$ cat src/rtl/prime_scan_engine_if.sv
// Control and result bundle for prime_scan_engine: scan request in,
// prime stream (valid/ready) and progress counters out.
interface prime_scan_engine_if #(
    parameter int W = 11
) ();
    logic         start;
    logic [W-1:0] num_max;
    logic         busy;
    logic         done;
    logic         prime_valid;
    logic         prime_ready;
    logic [W-1:0] prime_out;
    logic [W-1:0] number_checked;
    logic [W-1:0] number_of_primes;

    modport master (
        output start, num_max, prime_ready,
        input  busy, done, prime_valid, prime_out, number_checked, number_of_primes
    );

    modport slave (
        input  start, num_max, prime_ready,
        output busy, done, prime_valid, prime_out, number_checked, number_of_primes
    );
endinterface

$ cat src/rtl/prime_scan_engine.sv
// Scans 2..num_max-1 and streams every prime found, deciding primality by
// trial division with a bit-serial restoring remainder (one bit per cycle).
module prime_scan_engine #(
    parameter int W = 11
) (
    input  logic                  clk,
    input  logic                  rst,
    prime_scan_engine_if.slave    bus
);

    localparam int IW = (W > 1) ? $clog2(W) : 1;

    typedef enum logic [2:0] {
        S_IDLE,
        S_LOAD,
        S_TRIAL,
        S_DIV,
        S_TEST,
        S_EMIT,
        S_NEXT,
        S_DONE
    } state_t;

    state_t         state_q, state_d;

    logic [W-1:0]   n_q;
    logic [W-1:0]   d_q;
    logic [W-1:0]   r_q;
    logic [IW-1:0]  idx_q;
    logic [W-1:0]   max_q;

    logic [W-1:0]   prime_out_q;
    logic           prime_valid_q;
    logic [W-1:0]   checked_q;
    logic [W-1:0]   count_q;

    // Datapath terms shared by the FSM and the register update.
    logic [2*W-1:0] d_sq;
    logic           d_sq_gt_n;
    logic [W:0]     t;
    logic           t_ge_d;
    logic [W-1:0]   t_sub;
    logic [W-1:0]   r_step;
    logic [W:0]     n_plus1;
    logic           last_cand;

    always_comb begin
        d_sq      = {{W{1'b0}}, d_q} * {{W{1'b0}}, d_q};
        d_sq_gt_n = d_sq > {{W{1'b0}}, n_q};
        t         = {r_q, n_q[idx_q]};
        t_ge_d    = t >= {1'b0, d_q};
        // t - d < d whenever it is taken, so the low W bits carry the full result.
        t_sub     = t[W-1:0] - d_q;
        r_step    = t_ge_d ? t_sub : t[W-1:0];
        n_plus1   = {1'b0, n_q} + {{W{1'b0}}, 1'b1};
        last_cand = n_plus1 >= {1'b0, max_q};
    end

    always_ff @(posedge clk or negedge rst) begin
        if (!rst) begin
            state_q <= S_IDLE;
        end else begin
            state_q <= state_d;
        end
    end

    // NOTE: every output of this block is assigned a default first, so no path leaves one unassigned and infers a latch.
    always_comb begin
        state_d  = state_q;
        bus.busy = 1'b0;
        bus.done = 1'b0;

        case (state_q)
            S_IDLE: begin
                if (bus.start) begin
                    state_d = (bus.num_max <= W'(2)) ? S_DONE : S_LOAD;
                end
            end
            S_LOAD: begin
                bus.busy = 1'b1;
                state_d  = S_TRIAL;
            end
            S_TRIAL: begin
                bus.busy = 1'b1;
                state_d  = d_sq_gt_n ? S_EMIT : S_DIV;
            end
            S_DIV: begin
                bus.busy = 1'b1;
                if (idx_q == '0) begin
                    state_d = S_TEST;
                end
            end
            S_TEST: begin
                bus.busy = 1'b1;
                state_d  = (r_q == '0) ? S_NEXT : S_TRIAL;
            end
            S_EMIT: begin
                bus.busy = 1'b1;
                if (bus.prime_ready) begin
                    state_d = S_NEXT;
                end
            end
            S_NEXT: begin
                bus.busy = 1'b1;
                state_d  = last_cand ? S_DONE : S_LOAD;
            end
            S_DONE: begin
                bus.done = 1'b1;
                state_d  = S_IDLE;
            end
            default: begin
                state_d = S_IDLE;
            end
        endcase
    end

    // NOTE: sequential state uses non-blocking assignments so every register samples pre-edge values.
    always_ff @(posedge clk or negedge rst) begin
        if (!rst) begin
            n_q           <= '0;
            d_q           <= '0;
            r_q           <= '0;
            idx_q         <= '0;
            max_q         <= '0;
            prime_out_q   <= '0;
            prime_valid_q <= 1'b0;
            checked_q     <= '0;
            count_q       <= '0;
        end else begin
            case (state_q)
                S_IDLE: begin
                    if (bus.start) begin
                        max_q     <= bus.num_max;
                        count_q   <= '0;
                        checked_q <= '0;
                        n_q       <= W'(2);
                    end
                end
                S_LOAD: begin
                    checked_q <= n_q;
                    d_q       <= W'(2);
                end
                S_TRIAL: begin
                    if (d_sq_gt_n) begin
                        prime_out_q   <= n_q;
                        prime_valid_q <= 1'b1;
                    end else begin
                        r_q   <= '0;
                        idx_q <= IW'(W - 1);
                    end
                end
                S_DIV: begin
                    r_q   <= r_step;
                    idx_q <= idx_q - IW'(1);
                end
                S_TEST: begin
                    if (r_q != '0) begin
                        d_q <= d_q + W'(1);
                    end
                end
                S_EMIT: begin
                    if (bus.prime_ready) begin
                        count_q       <= count_q + W'(1);
                        prime_valid_q <= 1'b0;
                    end
                end
                S_NEXT: begin
                    n_q <= n_plus1[W-1:0];
                end
                default: begin
                end
            endcase
        end
    end

    assign bus.prime_out        = prime_out_q;
    assign bus.prime_valid      = prime_valid_q;
    assign bus.number_checked   = checked_q;
    assign bus.number_of_primes = count_q;

endmodule

$ cat src/flat_wrapper.sv
// flat-port wrapper written by rule: the top's interface ports become plain ports
module prime_scan_engine_flat 
#(
    parameter int W = 11
)
  (clk, rst, bus_start, bus_num_max, bus_prime_ready, bus_busy, bus_done, bus_prime_valid, bus_prime_out, bus_number_checked, bus_number_of_primes);
  prime_scan_engine_if #(.W(W)) bus_i ();
  input  logic clk;
  input  logic rst;
  input wire logic [$bits(bus_i.start)-1:0] bus_start;
  input wire logic [$bits(bus_i.num_max)-1:0] bus_num_max;
  input wire logic [$bits(bus_i.prime_ready)-1:0] bus_prime_ready;
  output wire logic [$bits(bus_i.busy)-1:0] bus_busy;
  output wire logic [$bits(bus_i.done)-1:0] bus_done;
  output wire logic [$bits(bus_i.prime_valid)-1:0] bus_prime_valid;
  output wire logic [$bits(bus_i.prime_out)-1:0] bus_prime_out;
  output wire logic [$bits(bus_i.number_checked)-1:0] bus_number_checked;
  output wire logic [$bits(bus_i.number_of_primes)-1:0] bus_number_of_primes;
  assign bus_i.start = bus_start;
  assign bus_i.num_max = bus_num_max;
  assign bus_i.prime_ready = bus_prime_ready;
  assign bus_busy = bus_i.busy;
  assign bus_done = bus_i.done;
  assign bus_prime_valid = bus_i.prime_valid;
  assign bus_prime_out = bus_i.prime_out;
  assign bus_number_checked = bus_i.number_checked;
  assign bus_number_of_primes = bus_i.number_of_primes;
  prime_scan_engine #(.W(W)) u_core (.clk(clk), .rst(rst), .bus(bus_i));
endmodule
$ cat config.mk
export PLATFORM = sky130hd
export DESIGN_NAME = prime_scan_engine_flat
export DESIGN_NICKNAME = d
export VERILOG_FILES = /design/src/rtl/prime_scan_engine_if.sv /design/src/rtl/prime_scan_engine.sv /design/src/flat_wrapper.sv
export SDC_FILE = /design/constraint.sdc
export NUM_CORES = 1
export LEC_CHECK = 0
export CORE_UTILIZATION = 52
export CTS_CLUSTER_SIZE = 40
export DETAILED_ROUTE_END_ITERATION = 10
export PLACE_DENSITY = 0.76
export SYNTH_ARGS = -nofsm -noshare
export SYNTH_HDL_FRONTEND = slang
export SYNTH_SLANG_ARGS = --single-unit
$ cat constraint.sdc
create_clock -name clk -period 5.95 [get_ports clk]
set_input_delay 1.19 -clock clk [delete_from_list [all_inputs] [get_ports clk]]
set_output_delay 1.19 -clock clk [all_outputs]
set_load 0.02 [all_outputs]
==> results of run 1 <==
path summary, 6_finish.rpt:
| path | start | to | cells after the start |
|---|---|---|---|
| worst max-delay path | u_core.d_q[2] | u_core.bus.prime_out[1] | 20 |
| worst min-delay path | u_core.bus.prime_valid | u_core.bus.prime_valid | 2 |
| worst max register to register | u_core.d_q[2] | u_core.bus.prime_out[1] | 20 |
| worst min register to register | u_core.bus.prime_valid | u_core.bus.prime_valid | 2 |
| max in group asynchronous | rst | u_core.d_q[5] | 2 |
| min in group asynchronous | rst | u_core.bus.number_of_primes[6] | 1 |
flip-flops by register name (all words and copies together) (netlist names):
| signal | cells |
|---|---|
| u_core.bus.number_checked | 11 |
| u_core.bus.number_of_primes | 11 |
| u_core.bus.prime_out | 11 |
| u_core.d_q | 11 |
| u_core.max_q | 11 |
| u_core.n_q | 11 |
| u_core.r_q | 11 |
| u_core.idx_q | 4 |
| u_core.state_q | 3 |
| u_core.bus.prime_valid | 1 |
synth_stat cells, types with 5 or more instances:
cell and count:
nand4_1 9, a211oi_1 9, xnor2_1 27, mux2i_1 6, nor4_1 7, o31ai_1 11, and2_1 8, o21a_1 8
mux2_2 13, o22ai_1 10, dfrtp_1 85, and3_1 9, fa_1 65, nor2b_1 6, nand3_1 12, or3_1 10
xor2_1 13, o211ai_1 8, clkbuf_1 29, nor2_1 84, clkinv_1 5, nor3_1 15, a31oi_1 6, nand2_1 120
a22oi_1 6, a21oi_1 46, a21o_1 15, nand2b_1 16, o21ai_0 62, inv_1 142, ha_1 89
kinds of logic (layout without fill, tap and decap cells):
logic type,after synthesis,count (layout),synth area share [%]
AO/OA/AOI/OAI,212,212,15.76
XOR/XNOR,40,40,4.067
adder cells (fa/ha/maj),154,154,28.03
buffers and inverters,183,317,8.235
flip-flops,85,85,24.69
multiplexers,21,21,2.919
AND/OR/NAND/NOR,309,309,16.30
per-layer routing:
layer / vias up / routed length [um] / global-route usage (%)
met3: 32 / 1219 / 4.886
met1: 3724 / 10200 / 38.67
met4: 0 / 278 / 6.829
met2: 211 / 11120 / 47.65
met5: - / 0 / 0
li1: 3648 / - / -
critical path: cells and delay by family, from the launching register on:
family                   cells  cell delay [ps]
AO/OA/AOI/OAI                5             1660
adder cells (fa/ha/maj)      6             2890
buffers and inverters        5              480
flip-flops                   1              460
multiplexers                 1              320
AND/OR/NAND/NOR              3              260
power by group:
part           internal [W]  switching (W)
Sequential         0.000755       0.000200
Clock              0.000353       0.000258
Combinational      0.000951        0.00125
through the flow:
| step | total power, W | utilization [%] |
|---|---|---|
| after floorplan | 0.002175 | - |
| after global placement | 0.002698 | 63.50 |
| after detailed placement | 0.002742 | 63.50 |
| after CTS | 0.003586 | 66.51 |
| after global routing | 0.004020 | 67.47 |
| final | 0.003763 | 67.47 |
layout make-up:
| type | count | area (um2) |
|---|---|---|
| multi-input combinational | 736 | 6143 |
| clock buffer | 11 | 252.7 |
| timing repair buffer | 153 | 1336 |
| clock inverter | 5 | 63.81 |
| tap | 216 | 270.3 |
| inverter | 148 | 593.1 |
| sequential | 85 | 2136 |
| fill | 1270 | 5205 |
placed cells by master (no fill, tap or decap), drive strengths merged, types with 4 or more instances in the layout:
cell,count
a211oi,9
a21o,15
a21oi,46
a22oi,6
a31oi,6
and2,9
and3,9
buf,104
clkbuf,11
clkdlybuf4s50,49
clkinv,5
dfrtp,85
fa,65
ha,89
inv,146
mux2,13
mux2i,6
nand2,120
nand2b,16
nand3,12
nand4,9
nor2,84
nor2b,6
nor3,15
nor4,7
o211ai,8
o21a,8
o21ai,63
o22ai,10
o31ai,11
or2,4
or3,10
xnor2,27
xor2,13
timing repair:
action                                  CTS  global route
endpoints found under the setup margin   29            29
setup buffers                             6             3
gates resized for setup                  38            29
hold endpoints to repair                  0             0
cloned                                    1             0
pin swaps                                11             5
==> results_dict.tcl, run 1 <==
set metrics [dict create \
    status "finished, violations left" \
    violations "negative setup slack" \
    hold_buffers 0 \
    layout.cells.non_filler 1354 \
    numCtsBuffers 9 \
    via_count 7615 \
    synth_area_um2 8615 \
    rsz0062_at_grt "yes" \
    period_needed_ps 6185 \
    dp_slack_ps -273.8 \
    clock_sinks 85 \
    yosysSeqAreaShare_pct 24.69 \
    yosysTopAreaCell "dfrtp_1" \
    fin_skew_ps 6.058 \
    dp_cells 1328 \
    slowest_delay_ps 570 \
    vias_per_cell 5.624 \
    rows 46 \
    cts_buffer_depth 2 \
    grt_first_pass_wirelength_mm 37.72 \
    syn_area_per_cell_um2 8.580 \
    hold_ws_ps 488.3 \
    die_h_um 130.7 \
    leakage_nw 5.269 \
    dieArea_um2 17090 \
    pwr_density_cell_nw_per_um2 348.6 \
    syn_nets 1173 \
    crit_arrival_ps 6420 \
    peakVddDrop_uv 396.7 \
    gp_congestion 0.8719 \
    r2r_setup_slack_ps -230 \
    hpwl_mm 17.13 \
    setup_violations 27 \
    hold_viol 0 \
    synthDistinctLibCells 63 \
    worstPathRequired_ps 6180 \
    cap_viol_max_count 0 \
    grtUsageTotal_pct 28.55 \
    grt_antenna_before_repair 0 \
    final_nets 1302 \
    drc 0 \
    stdcell_area_um2 10800 \
    cts_tree "built" \
    syn_inst 1004 \
    slew_headroom_pct 44.78 \
    grt_max_degree 60 \
    drive_gt1_share_pct 19.42 \
    totalWireLength_mm 22.82 \
    antenna_cells 0 \
    start_util_pct 53.84 \
    setup_ws_ps -234.8 \
    detail-route-antenna-nets 0 \
    clkLatencyLatePin_ps 350 \
    syn2layout_area_growth_pct 25.32 \
    hold_path.class "reg -> reg" \
    synth_edf_count 0 \
    ys_ff_latch 85 \
    drt_iter0_drc 527 \
    htreeDepth 3 \
    wl_per_cell_um 16.85 \
    ys.flop_type "dfrtp_1" \
    crit_fanout 13 \
    clkTransAtPathRegs_ps 70 \
    finalSetupTns_ps -5272 \
    ys_top_cells_by_area "dfrtp_1 (25%), fa_1 (15%), ha_1 (13%)" \
    synth.top_cell.area_share_pct 24.69 \
    tightest_slew_ps 820.7 \
    yosys_warnings 0 \
    crit_top_cell "fa_1" \
    critPathKind "reg -> reg" \
    grt_pass1_vias 7637 \
    drtPass1Iterations 5 \
    cts_root_buffer "clkbuf_16" \
    start_kind "register" \
    fmax_ghz 0.1617 \
    end_kind "register" \
    post-route-period-util_pct 103.9 \
    ys_async_sr_fraction_pct 100.0 \
    port_buffers 50 \
    die_w_um 130.7 \
    slew_viol_final 0 \
    grt-ovfl-total 0 \
    num_io_pins 51 \
    crit_chain "buf_12 -> inv_6 -> nor2_4 -> fa_1 -> fa_1 -> fa_2 -> fa_1 -> inv_2 -> fa_1 -> inv_2 -> ha_4 -> nor3b_2 -> a2111o_1 -> a2111o_1 -> a2111o_1 -> a2111oi_4 -> nand4_1 -> o21ai_2 -> buf_12 -> mux2_4" \
    core_area_um2 16000 \
    dpl_cell_area_um2 10160 \
    worst_path_max_delay_cell "fa_1" \
]
(Power assumes the default switching activity.)
==> run 2: changes to the inputs <==
Settings changed: CORE_UTILIZATION 52 to 45, CTS_CLUSTER_DIAMETER set to 150, PLACE_DENSITY 0.76 to 0.67.
==> run 2 against run 1 <==
- the run still ends with negative setup slack left
- clock skew grew 3.8 ps
- global-route usage is 4.7 points lower
- die area is 15% higher
- final cell count rose by 2.4%
- utilization fell by 9.8 points
==> results_dict.tcl, run 2 (synthesis gave the netlist of run 1 again) <==
set metrics [dict create \
    fin_skew_ps 9.827 \
    cap_viol_max_count 0 \
    vias_per_cell 5.414 \
    r2r-end "u_core.bus.prime_out[4]" \
    rows 50 \
    cts_root_buffer "clkbuf_16" \
    totalWireLength_mm 22.11 \
    fmax_ghz 0.1608 \
    hold_viol 0 \
    r2r-start "u_core.d_q[7]" \
    min_to "u_core.bus.prime_valid" \
    p_switching_w 0.001575 \
    period_needed_ps 6220 \
    r2r_cells 27 \
    hold_start "u_core.bus.prime_valid" \
    final_common_cell "inv_1" \
    num_io_pins 51 \
    rsz0062_at_grt "yes" \
    grt_pass1_vias 7473 \
    hpwl_mm 17.28 \
    cp-startpoint "u_core.d_q[7]" \
    r2r_setup_slack_ps -270 \
    p_comb_share_pct 55.1 \
    power_w 0.003518 \
    p_clk_share_pct 17.5 \
    grt_max_degree 49 \
    slew_viol_final 0 \
    end_kind "register" \
    grt_antenna_before_repair 0 \
    cts_buffer_depth 2 \
    peakVddDrop_uv 157.0 \
    violations "negative setup slack" \
    hold_buffers 0 \
    dp_slack_ps -349.2 \
    die_w_um 140.4 \
    setup_ws_ps -270.3 \
    post-route-period-util_pct 104.5 \
    layout_common_cells "inv_1 (134), nand2_1 (115), buf_4 (112)" \
    start_kind "register" \
    pwr_density_cell_nw_per_um2 326.1 \
    grt-ovfl-total 0 \
    cts_tree "built" \
    crit_arrival_ps 6460 \
    grt_first_pass_wirelength_mm 37.56 \
    slew_headroom_pct 31.23 \
    drc 0 \
    clkTransAtPathRegs_ps 70 \
    finalSetupTns_ps -3224 \
    hold_ws_ps 520.4 \
    crit_fanout 13 \
    die_h_um 140.4 \
    antenna_cells 0 \
    p_int_w 0.001943 \
    detail-route-antenna-nets 0 \
    multiInputGateArea_um2 6032 \
    leakage_nw 5.305 \
    final_nets 1317 \
    worstPathRequired_ps 6190 \
    gp_congestion 0.8644 \
    drive_gt1_share_pct 18.56 \
    numCtsBuffers 9 \
    hold_path.class "reg -> reg" \
    fillers 1621 \
    register_area_um2 2138 \
    grtUsageTotal_pct 23.89 \
    dieArea_um2 19700 \
    drt_iter0_drc 397 \
    clkLatencyLatePin_ps 360 \
    setup_violations 28 \
    via_count 7509 \
    p_sw_share_pct 44.76 \
    worstHoldPathCells 2 \
    clock_sinks 85 \
    critPathKind "reg -> reg" \
    port_buffers 50 \
    status "finished, violations left" \
    pwr-share-seq_pct 27.4 \
    start_util_pct 46.05 \
    tightest_slew_ps 1021 \
    htreeDepth 3 \
    wl_per_cell_um 15.94 \
    syn2layout_area_growth_pct 25.23 \
    core_area_um2 18710 \
    drtPass1Iterations 5 \
]
## run 2: worst max-delay path by stage
stage	to	slack (ps)	cells after the start
floorplan	u_core.bus.prime_out[10]	-30	21
detailed placement	u_core.bus.prime_out[1]	-350	21
CTS	u_core.bus.prime_out[0]	-220	27
global placement	u_core.bus.prime_out[1]	-230	21
global route	u_core.bus.prime_out[10]	-560	26
finish	u_core.bus.prime_out[4]	-270	27
## run 2: critical path, cell delays in order (launching register included)
cell and delay (ps):
dfrtp_2 410, buf_6 110, nand2_2 40, fa_1 520, inv_2 50, fa_1 500, inv_1 50, fa_1 470
inv_1 50, fa_1 480, inv_1 50, fa_1 490, inv_2 40, ha_4 210, a21o_1 220, a211oi_2 250
nor2_1 100, nor2_1 140, ha_1 260, and3_4 160, a221oi_2 250, a32oi_2 100, a2111oi_2 210, nand4_1 150
buf_6 170, o21ai_4 140, buf_12 170, mux2_4 310
## run 2: power by group through the flow
| stage | Combinational (W) | Sequential [W] | Clock (W) |
|---|---|---|---|
| final | 0.00194 | 0.000962 | 0.000617 |
| after global routing | 0.00216 | 0.000983 | 0.000646 |
| after CTS | 0.00191 | 0.000955 | 0.000628 |
| after detailed placement | 0.00175 | 0.000960 | 0 |
| after global placement | 0.00171 | 0.000960 | 0 |
| after floorplan | 0.00123 | 0.000948 | 0 |
## run 2: layout make-up
| type | instances | area share (%) |
|---|---|---|
| Clock buffer | 10 | 2.215 |
| Inverter | 148 | 5.474 |
| Multi-Input combinational cell | 736 | 55.92 |
| Clock inverter | 6 | 0.7075 |
| Sequential cell | 85 | 19.82 |
| Timing Repair Buffer | 168 | 13.15 |
| Tap cell | 234 | 2.714 |
## run 2: stage by stage
stage               cells  util [%]  instance area, um2
finish               1387     57.67               10790
global route         1387     57.67               10790
CTS                  1385     57.43               10740
detailed placement   1355     54.67               10230
global placement     1355     54.67               10230
floorplan            1004         -                8861
## run 2: repair_timing
action | 4_1_cts | 5_1_grt
resized for setup | 33 | 8
cloned | 1 | 0
endpoints found under the setup margin | 29 | 29
setup buffers | 13 | 2
pin swaps | 10 | 2
## run 2: metal layers
layer  wire [um]  GRT usage, %  share of wire, %
met4         384         7.692               1.7
met2       10660         39.84                48
met5           0             0                 0
met3         621         2.838               2.8
met1       10440         32.29                47
==> run 3: changes to the inputs <==
Settings changed: CORE_MARGIN set to 1.
Clock period 5.95 ns to 5.7 ns, I/O delays scaled along.
==> run 3 against run 2 <==
- the run still ends with negative setup slack left
- highest routed layer unchanged
- sequential share of layout area shrank 0.51 points
- global-route usage grew 0.057 points
- sequential cell count is the same
- combinational power grew 18%
- register-to-register slack lost 290 ps
- total power grew 10%
==> results_dict.tcl, run 3 (synthesis gave the netlist of run 1 again) <==
set metrics [dict create \
    dieArea_um2 19700 \
    hold_path.class "reg -> reg" \
    hold_start "u_core.bus.prime_valid" \
    crit_family "adder cells" \
    slew_viol_final 0 \
    min_to "u_core.bus.prime_valid" \
    hold_viol 0 \
    slowest_delay_ps 530 \
    vias_per_cell 5.423 \
    layout_common_cells "inv_1 (134), buf_4 (129), nand2_1 (115)" \
    totalWireLength_mm 22.44 \
    end_kind "register" \
    wl_per_cell_um 15.88 \
    setup_violations 29 \
    clkTransAtPathRegs_ps 70 \
    fin_skew_ps 10.19 \
    crit_fanout 12 \
    htreeDepth 3 \
    worst_path_max_delay_cell "fa_1" \
    critPathKind "reg -> reg" \
    period_needed_ps 6257 \
    grt_max_degree 56 \
    drt_iter0_drc 454 \
    peakVddDrop_uv 292.6 \
    leakage_nw 5.464 \
    start_util_pct 46.05 \
    r2r-end "u_core.bus.prime_out[6]" \
    crit_top_cell "fa_1" \
    grt-ovfl-total 0 \
    final_common_cell "inv_1" \
    tightest_slew_ps 1087 \
    antenna_cells 0 \
    grtUsageTotal_pct 23.95 \
    cts_tree "built" \
    port_buffers 50 \
    worstPathRequired_ps 5930 \
    r2r_cells 27 \
    grt_pass1_vias 7582 \
    wl_met1_mm 10.26 \
    core_area_um2 18710 \
    crit_arrival_ps 6490 \
    drtPass1Iterations 7 \
    status "finished, violations left" \
    fillers 1640 \
    gp_congestion 0.8896 \
    dpl_cell_area_um2 10360 \
    syn2layout_area_growth_pct 28.53 \
    wl_met2_mm 11.04 \
    wl_met3_um 896 \
    cts_root_buffer "clkbuf_16" \
    top_layer "met4" \
    grt_antenna_before_repair 0 \
    path_buf_inv 8 \
    cap_viol_max_count 0 \
    clkLatencyLatePin_ps 350 \
    dp_slack_ps -647.2 \
    pwr_density_cell_nw_per_um2 349.9 \
    rows 50 \
    numCtsBuffers 9 \
    drc 0 \
    post-route-period-util_pct 109.8 \
    hold_ws_ps 496.2 \
    detail-route-antenna-nets 0 \
    hold_buffers 0 \
    hpwl_mm 17.68 \
    slew_headroom_pct 26.74 \
    grt_first_pass_wirelength_mm 37.65 \
    setup_ws_ps -557.0 \
    violations "negative setup slack" \
    cts_buffer_depth 2 \
    fmax_ghz 0.1598 \
    r2r-start "u_core.d_q[7]" \
    die_h_um 140.4 \
    stdcell_area_um2 11070 \
    num_io_pins 51 \
    r2r_setup_slack_ps -560 \
    clock_sinks 85 \
    drive_gt1_share_pct 21.63 \
    rsz0062_at_grt "yes" \
    via_count 7662 \
    die_w_um 140.4 \
    final_nets 1343 \
    worstHoldPathCells 2 \
    start_kind "register" \
]
## run 3: changes by cell type in the layout (fill, tap and decap cells not counted), moves of 3 or more
cell / change
nor2_2: +4
o21ai_1: -7
o31ai_1: -3
buf_4: +17
o31ai_2: +3
o21ai_2: +8
buf_6: +6
## run 3: through the flow
step                setup TNS, ps  instances  total power [W]  utilization [%]
floorplan                   -4446       1004         0.002271                -
global placement           -10160       1370         0.002811            55.40
global route               -19940       1413         0.004162            59.19
CTS                         -9879       1400         0.003698            58.35
finish                     -12660       1413         0.003874            59.19
detailed placement         -14400       1370         0.002856            55.40
## run 3: how the worst max path moves through the flow
stage | startpoint | to | cells after the start
2_1_floorplan | u_core.d_q[2] | u_core.bus.prime_out[10] | 21
3_3_place_gp | u_core.d_q[2] | u_core.bus.prime_out[1] | 20
3_5_place_dp | u_core.d_q[5] | u_core.bus.prime_out[2] | 25
4_1_cts | u_core.d_q[7] | u_core.bus.prime_out[6] | 27
5_1_grt | u_core.d_q[7] | u_core.bus.prime_out[6] | 27
6_report | u_core.d_q[7] | u_core.bus.prime_out[6] | 27
## run 3: layout make-up
class / count / area, um2 / share of cell area (%)
Clock inverter: 6 / 53.80 / 0.4859
Multi-Input combinational cell: 736 / 6098 / 55.08
Timing Repair Buffer: 194 / 1669 / 15.08
Sequential cell: 85 / 2138 / 19.31
Inverter: 148 / 590.6 / 5.334
Clock buffer: 10 / 229.0 / 2.068
Tap cell: 234 / 292.8 / 2.644
## run 3: per-layer routing
metal | up-vias | GRT usage, %
met4 | 0 | 5.668
met1 | 3758 | 32.42
li1 | 3730 | -
met5 | - | 0
met3 | 18 | 3.385
met2 | 156 | 40.39
## run 3: worst register-to-register path, stage by stage, from the launching register on
cell and delay [ps]:
dfrtp_2 410, buf_6 130, nand2_4 40, fa_1 520, inv_2 50, fa_1 530, inv_2 40, fa_1 470
inv_1 50, fa_1 470, inv_1 50, fa_1 490, inv_2 50, ha_4 210, a21o_1 220, a211oi_2 270
nor2_1 110, nor2_1 120, ha_1 250, and3_4 170, a221oi_2 260, a32oi_2 110, a2111oi_2 220, nand4_1 150
buf_6 160, o21ai_4 140, buf_12 170, mux2_4 310
## run 3: timing repair
action,4_1_cts,5_1_grt
gates cloned,1,0
setup endpoints to repair,29,29
setup buffers,15,13
pin swaps,14,11
resized for setup,51,15
## run 3: power breakdown
group / switching (W) / internal [W]
clock network: 0.000281 / 0.000305
registers: 0.000215 / 0.000788
logic: 0.00126 / 0.00103
total: 0.00175 / 0.00212
